File: config.mk
export PLATFORM = sky130hd
export DESIGN_NAME = iom_master
export DESIGN_NICKNAME = d
export VERILOG_FILES = /design/src/rtl/iom_master.sv
export SDC_FILE = /design/constraint.sdc
export NUM_CORES = 1
export LEC_CHECK = 0
export ABC_CLOCK_PERIOD_IN_PS = 1800
export CAP_MARGIN = 20
export CELL_PAD_IN_SITES_DETAIL_PLACEMENT = 1
export CELL_PAD_IN_SITES_GLOBAL_PLACEMENT = 1
export CORE_MARGIN = 10
export CORE_UTILIZATION = 29
export DETAILED_ROUTE_END_ITERATION = 16
export PLACE_DENSITY_LB_ADDON = 0.1
export SYNTH_ARGS = -nofsm -noshare
export SYNTH_HDL_FRONTEND = slang
export SYNTH_SLANG_ARGS = --single-unit
File: constraint.sdc
create_clock -name clk -period 1.8 [get_ports clk]
set_input_delay 0.36 -clock clk [delete_from_list [all_inputs] [get_ports clk]]
set_output_delay 0.36 -clock clk [all_outputs]
set_load 0.01 [all_outputs]
File: src/rtl/iom_master.sv
// iom_master: initiator side of the MicroBlaze MCS IO bus.
//
// Accepts single read/write commands on a valid/ready channel, runs one IO
// bus transaction per command (one-cycle address strobe with read/write
// qualifier, then a wait for io_ready) and returns read data or a bus error
// on a valid/ready response channel. One transaction outstanding at a time.
//
// Ports:
//   clk, rst_n           clock, asynchronous active-low reset
//   cmd_*                command channel (valid/ready, write flag, 12-bit
//                        address, 4-bit byte enable, 32-bit write data)
//   rsp_*                response channel (valid/ready, 32-bit read data,
//                        error flag = timeout)
//   io_*                 IO bus: strobes, held address/byte enable/write
//                        data, responder read data and ready pulse
//
// Parameter:
//   TIMEOUT_CYCLES       cycles to wait for io_ready after the strobe (1..65535)
//
// Configuration macro:
//   IOM_MASTER_TIMEOUT_EN  when defined, a saturating timeout counter ends
//                          WAIT with an error response; when undefined, WAIT
//                          only exits on io_ready and rsp_error is tied to 0.

module iom_master #(
  parameter int unsigned TIMEOUT_CYCLES = 255
) (
  input  logic        clk,
  input  logic        rst_n,
  input  logic        cmd_valid,
  output logic        cmd_ready,
  input  logic        cmd_write,
  input  logic [11:0] cmd_address,
  input  logic [3:0]  cmd_byte_enable,
  input  logic [31:0] cmd_write_data,
  output logic        rsp_valid,
  input  logic        rsp_ready,
  output logic [31:0] rsp_read_data,
  output logic        rsp_error,
  output logic        io_addr_strobe,
  output logic        io_read_strobe,
  output logic        io_write_strobe,
  output logic [11:0] io_address,
  output logic [3:0]  io_byte_enable,
  output logic [31:0] io_write_data,
  input  logic [31:0] io_read_data,
  input  logic        io_ready
);

  typedef enum logic [1:0] {
    S_IDLE,
    S_STROBE,
    S_WAIT,
    S_RESP
  } state_t;

  state_t      state_q, state_d;
  logic        cmd_ready_q, cmd_ready_d;
  logic        rsp_valid_q, rsp_valid_d;
  logic [31:0] rsp_read_data_q, rsp_read_data_d;
  logic        io_addr_strobe_q, io_addr_strobe_d;
  logic        io_read_strobe_q, io_read_strobe_d;
  logic        io_write_strobe_q, io_write_strobe_d;
  logic [11:0] io_address_q, io_address_d;
  logic [3:0]  io_byte_enable_q, io_byte_enable_d;
  logic [31:0] io_write_data_q, io_write_data_d;
  logic        write_q, write_d;

`ifdef IOM_MASTER_TIMEOUT_EN
  localparam int unsigned CNT_W = $clog2(TIMEOUT_CYCLES + 1);
  // WAIT cycle j (1-based) sees cnt_q == j-1, so the last allowed cycle is
  // the one where cnt_q == TIMEOUT_CYCLES-1.
  localparam logic [CNT_W-1:0] CNT_LAST = CNT_W'(TIMEOUT_CYCLES - 1);

  logic [CNT_W-1:0] cnt_q, cnt_d;
  logic             rsp_error_q, rsp_error_d;
`else
  logic unused_timeout_cycles;
  assign unused_timeout_cycles = ^TIMEOUT_CYCLES;
`endif

  always_comb begin
    state_d           = state_q;
    cmd_ready_d       = cmd_ready_q;
    rsp_valid_d       = rsp_valid_q;
    rsp_read_data_d   = rsp_read_data_q;
    io_addr_strobe_d  = 1'b0;
    io_read_strobe_d  = 1'b0;
    io_write_strobe_d = 1'b0;
    io_address_d      = io_address_q;
    io_byte_enable_d  = io_byte_enable_q;
    io_write_data_d   = io_write_data_q;
    write_d           = write_q;
`ifdef IOM_MASTER_TIMEOUT_EN
    cnt_d             = cnt_q;
    rsp_error_d       = rsp_error_q;
`endif

    case (state_q)
      S_IDLE: begin
        cmd_ready_d = 1'b1;
        if (cmd_valid && cmd_ready_q) begin
          cmd_ready_d       = 1'b0;
          write_d           = cmd_write;
          io_address_d      = cmd_address;
          io_byte_enable_d  = cmd_byte_enable;
          io_write_data_d   = cmd_write_data;
          io_addr_strobe_d  = 1'b1;
          io_read_strobe_d  = ~cmd_write;
          io_write_strobe_d = cmd_write;
          state_d           = S_STROBE;
        end
      end

      S_STROBE: begin
`ifdef IOM_MASTER_TIMEOUT_EN
        cnt_d = '0;
`endif
        state_d = S_WAIT;
      end

      S_WAIT: begin
        if (io_ready) begin
          rsp_read_data_d = write_q ? '0 : io_read_data;
          rsp_valid_d     = 1'b1;
`ifdef IOM_MASTER_TIMEOUT_EN
          rsp_error_d     = 1'b0;
`endif
          state_d         = S_RESP;
        end
`ifdef IOM_MASTER_TIMEOUT_EN
        else if (cnt_q == CNT_LAST) begin
          rsp_read_data_d = '0;
          rsp_error_d     = 1'b1;
          rsp_valid_d     = 1'b1;
          state_d         = S_RESP;
        end else if (cnt_q != '1) begin
          cnt_d = cnt_q + CNT_W'(1);
        end
`endif
      end

      S_RESP: begin
        if (rsp_ready) begin
          rsp_valid_d = 1'b0;
          cmd_ready_d = 1'b1;
          state_d     = S_IDLE;
        end
      end

      default: state_d = S_IDLE;
    endcase
  end

  always_ff @(posedge clk or negedge rst_n) begin
    if (!rst_n) begin
      state_q           <= S_IDLE;
      cmd_ready_q       <= 1'b0;
      rsp_valid_q       <= 1'b0;
      rsp_read_data_q   <= '0;
      io_addr_strobe_q  <= 1'b0;
      io_read_strobe_q  <= 1'b0;
      io_write_strobe_q <= 1'b0;
      io_address_q      <= '0;
      io_byte_enable_q  <= '0;
      io_write_data_q   <= '0;
      write_q           <= 1'b0;
`ifdef IOM_MASTER_TIMEOUT_EN
      cnt_q             <= '0;
      rsp_error_q       <= 1'b0;
`endif
    end else begin
      state_q           <= state_d;
      cmd_ready_q       <= cmd_ready_d;
      rsp_valid_q       <= rsp_valid_d;
      rsp_read_data_q   <= rsp_read_data_d;
      io_addr_strobe_q  <= io_addr_strobe_d;
      io_read_strobe_q  <= io_read_strobe_d;
      io_write_strobe_q <= io_write_strobe_d;
      io_address_q      <= io_address_d;
      io_byte_enable_q  <= io_byte_enable_d;
      io_write_data_q   <= io_write_data_d;
      write_q           <= write_d;
`ifdef IOM_MASTER_TIMEOUT_EN
      cnt_q             <= cnt_d;
      rsp_error_q       <= rsp_error_d;
`endif
    end
  end

  assign cmd_ready       = cmd_ready_q;
  assign rsp_valid       = rsp_valid_q;
  assign rsp_read_data   = rsp_read_data_q;
  assign io_addr_strobe  = io_addr_strobe_q;
  assign io_read_strobe  = io_read_strobe_q;
  assign io_write_strobe = io_write_strobe_q;
  assign io_address      = io_address_q;
  assign io_byte_enable  = io_byte_enable_q;
  assign io_write_data   = io_write_data_q;
`ifdef IOM_MASTER_TIMEOUT_EN
  assign rsp_error       = rsp_error_q;
`else
  assign rsp_error       = 1'b0;
`endif

endmodule

==> impl_metrics.csv, run 1 <==
group,metric,value,unit
timing,worst_slack,0.1291,ns
clock_tree,numCtsBuffers,9,
timing,relSlewSlack,38.93,%
synth,synth_nets,467,
pwr,p_sw,0.003187,W
synth,synth-compound-area-share,5.834,%
job,maxCapViolCount,0,
synth,ys_types,21,
synth,synth_xor_area_share,0,%
critical_path,cp_slowest_cell,"clkdlybuf4s50_1",
timing,rsz0062_at_grt,"no",
clock_tree,clock_sinks,88,
floorplan,io_pins,172,
clock_tree,clockBufferDepth,2,
critical_path,worstSetupEndpointType,"output port",
pwr,p_clk_share,19.4,%
critical_path,crit_family,"buffers and inverters",
detailed_routing,dr.pass1.iters,4,
critical_path,startpoint_type,"flop",
critical_path,r2r_end,"write_q$_DFFE_PN0P_",
critical_path,critical_path_class,"flop to output port",
critical_path,crit_buf_inv,1,
timing,period_needed,1.671,ns
synth,yosys.area_share.simple,26.04,%
grt,grt_pass1_wl,18880,um
timing,fin_skew,0.005317,ns
detailed_routing,vias,3091,
critical_path,critPathLaunch,"cmd_ready$_DFFE_PN0P_",
synth,synth.ff_latch_count,88,
critical_path,crit_path_end,"cmd_ready",
floorplan,die_y,130.1,um
critical_path,path_depth,1,
layout,final_cell_mix,"nand2_1, clkdlybuf4s50_1, dfrtp_1",
critical_path,crit_fanout,4,
synth,synthAdderAreaFrac,1.779,%
grt,overflow,0,
grt,antenna_found_initial,0,
synth,syn_area,3517,um2
pwr,irDropWorstVdd,0.0006047,V
layout,final_common_cell,"nand2_1",
pwr,p_sw_share,34.07,%
synth,synth_top_cell_by_area,"dfrtp_1",
synth,synth_area_leaders,"dfrtp_1, nand2_1, nand2b_1",
grt,grt_start_max_net_pins,65,
placed_design,post-place-ws,0.08174,ns
clock_tree,clk_pin_slew_worst_paths,0.06,ns
clock_tree,ctsHoldBuffers,1,
timing,finalMaxSlewViolations,0,
timing,worst_pin_slew,0.9161,ns
timing,max_freq,0.5985,GHz
floorplan,die_w,130.1,um
detailed_routing,drtIter0Drc,143,
floorplan,start_util,29.40,%
critical_path,ff2ff_path_depth,5,
synth,ys_warn_count,0,
layout,nNetsFinal,637,
pwr,p_leak,2.682,nW
status,status,"finished clean",
critical_path,reg2reg_setup_slack,0.26,ns
timing,fin_crit_sh,92.83,%
synth,synth_top_family_by_area,"simple AND/OR/NAND/NOR gates",
detailed_routing,drc_errors,0,
placed_design,io_buffers,170,
detailed_routing,routedWlPerCell,16.58,um
critical_path,rr_startpoint,"state_q[0]$_DFFE_PN0P_",
grt,grt_pass1_vias,3480,
synth,synth_cells,376,
critical_path,crit_chain,"clkdlybuf4s50_1",
detailed_routing,via_per_inst,4.428,
floorplan,die-area,16930,um2
timing,setup-violations-final,0,
layout,drive_gt1_share,4.900,%
synth,yosysSeqAreaShare,62.61,%
pwr,powerDensity,1639,nW/um2
pwr,power,0.009354,W
clock_tree,cts-root-buf,"clkbuf_16",
grt,grt_usage,14.29,%
floorplan,core.rowCount,40,
clock_tree,clk_latency,0.34,ns
clock_tree,post_cts_resized,0,
synth,synth_mux_area_share,0.6048,%
floorplan,core_region_area,11960,um2
timing,tns,0,ns
synth,synth_area_per_cell,9.354,um2
critical_path,cp.arrival,1.31,ns
clock_tree,h-tree-depth,3,
detailed_routing,drtAntennaViolNets,0,
synth,synth_top_area_share,62.61,%
placed_design,routabilityCongestion,0.7183,
worst_hold_path,min_path_type,"primary input to async pin",
pwr,internal_power,0.006167,W
pwr,seq_power_share,36.5,%
detailed_routing,wl,11570,um
pwr,combPwrFrac,44.1,%
layout,post-route-util,47.70,%
clock_tree,tritoncts,"done",
layout,area_growth,62.22,%
timing,hold_viol_final,0,
critical_path,slowest_delay,0.57,ns
critical_path,cp.required,1.44,ns
placed_design,dpl.hpwl,8686,um
clock_tree,cts_setup_buffers,0,
layout,antenna_cells,0,
layout,fillCellCount,1396,
state kept, by name, summed over array words and instances, names as in the netlist:
name / flops
rsp_read_data: 32
io_addr_strobe: 1
rsp_valid: 1
io_address: 12
io_byte_enable: 4
io_read_strobe: 1
cmd_ready: 1
write_q: 1
io_write_data: 32
io_write_strobe: 1
state_q: 2
cell families (layout without fill, tap and decap cells):
logic type,after synthesis,count (layout)
AND/OR/NAND/NOR,219,219
flip-flops,88,88
AO/OA/AOI/OAI,37,37
buffers and inverters,24,199
adder cells (fa/ha/maj),5,5
multiplexers,2,2
other,1,1
worst min path at each step:
stage | to | depth (start not counted)
after CTS | rsp_read_data[11]$_DFFE_PN0P_ | 2
final | rsp_read_data[11]$_DFFE_PN0P_ | 2
after global placement | rsp_read_data[11]$_DFFE_PN0P_ | 1
after global routing | rsp_read_data[11]$_DFFE_PN0P_ | 2
after detailed placement | rsp_read_data[11]$_DFFE_PN0P_ | 1
after floorplan | cmd_ready$_DFFE_PN0P_ | 0
metrics by stage:
step / area (um2) / std cells / hold WS [ns]
2_1_floorplan: 3517 / 376 / 0.06441
3_3_place_gp: 5409 / 681 / 0.2769
3_5_place_dp: 5409 / 681 / 0.2754
4_1_cts: 5705 / 698 / 0.4526
5_1_grt: 5705 / 698 / 0.4959
6_report: 5705 / 698 / 0.4642
Yosys cell counts, drive strengths merged:
master    n
a21o      1
a221oi    1
a22o      1
and2      1
buf       7
clkbuf   13
conb      1
dfrtp    88
ha        5
inv       4
mux2      1
mux2i     1
nand2   179
nand2b   33
nand3     1
nor2      4
nor2b     1
o21ai    33
o22a      1
area by class of cell:
type | instances | area [um2] | area share (%)
clock buffers | 14 | 274.0 | 4.803
clock inverters | 2 | 12.51 | 0.2193
repair buffers | 179 | 1807 | 31.67
well taps | 147 | 183.9 | 3.224
flip-flops and latches | 88 | 2202 | 38.60
multi-input cells | 264 | 1211 | 21.23
inverters | 4 | 15.01 | 0.2632
metal layers:
layer / up-vias / part of all wire [%] / track usage, %
met2: 112 / 46 / 21.82
met3: 11 / 12 / 7.383
met1: 1472 / 41 / 16.55
li1: 1496 / - / -
met5: - / 0 / 0
met4: 0 / 1.4 / 5.952
power groups by stage:
stage,registers (W),logic (W),clock network [W]
final,0.00342,0.00412,0.00181
after CTS,0.00344,0.00425,0.00188
after global routing,0.00356,0.00461,0.00198
after global placement,0.00342,0.00413,0
after floorplan,0.00375,0.00138,0
after detailed placement,0.00347,0.00423,0
Note: power is estimated with default switching activity, not from simulation.
==> run 2: changes to the inputs <==
--- a/config.mk
+++ b/config.mk
@@ -5,13 +5,13 @@
 export SDC_FILE = /design/constraint.sdc
 export NUM_CORES = 1
 export LEC_CHECK = 0
-export ABC_CLOCK_PERIOD_IN_PS = 1800
 export CAP_MARGIN = 20
 export CELL_PAD_IN_SITES_DETAIL_PLACEMENT = 1
 export CELL_PAD_IN_SITES_GLOBAL_PLACEMENT = 1
 export CORE_MARGIN = 10
 export CORE_UTILIZATION = 29
 export DETAILED_ROUTE_END_ITERATION = 16
+export HOLD_SLACK_MARGIN = 0.15
 export PLACE_DENSITY_LB_ADDON = 0.1
 export SYNTH_ARGS = -nofsm -noshare
 export SYNTH_HDL_FRONTEND = slang
==> results of run 2 <==
Final layout, timing and power as in run 1 (identical DEF).
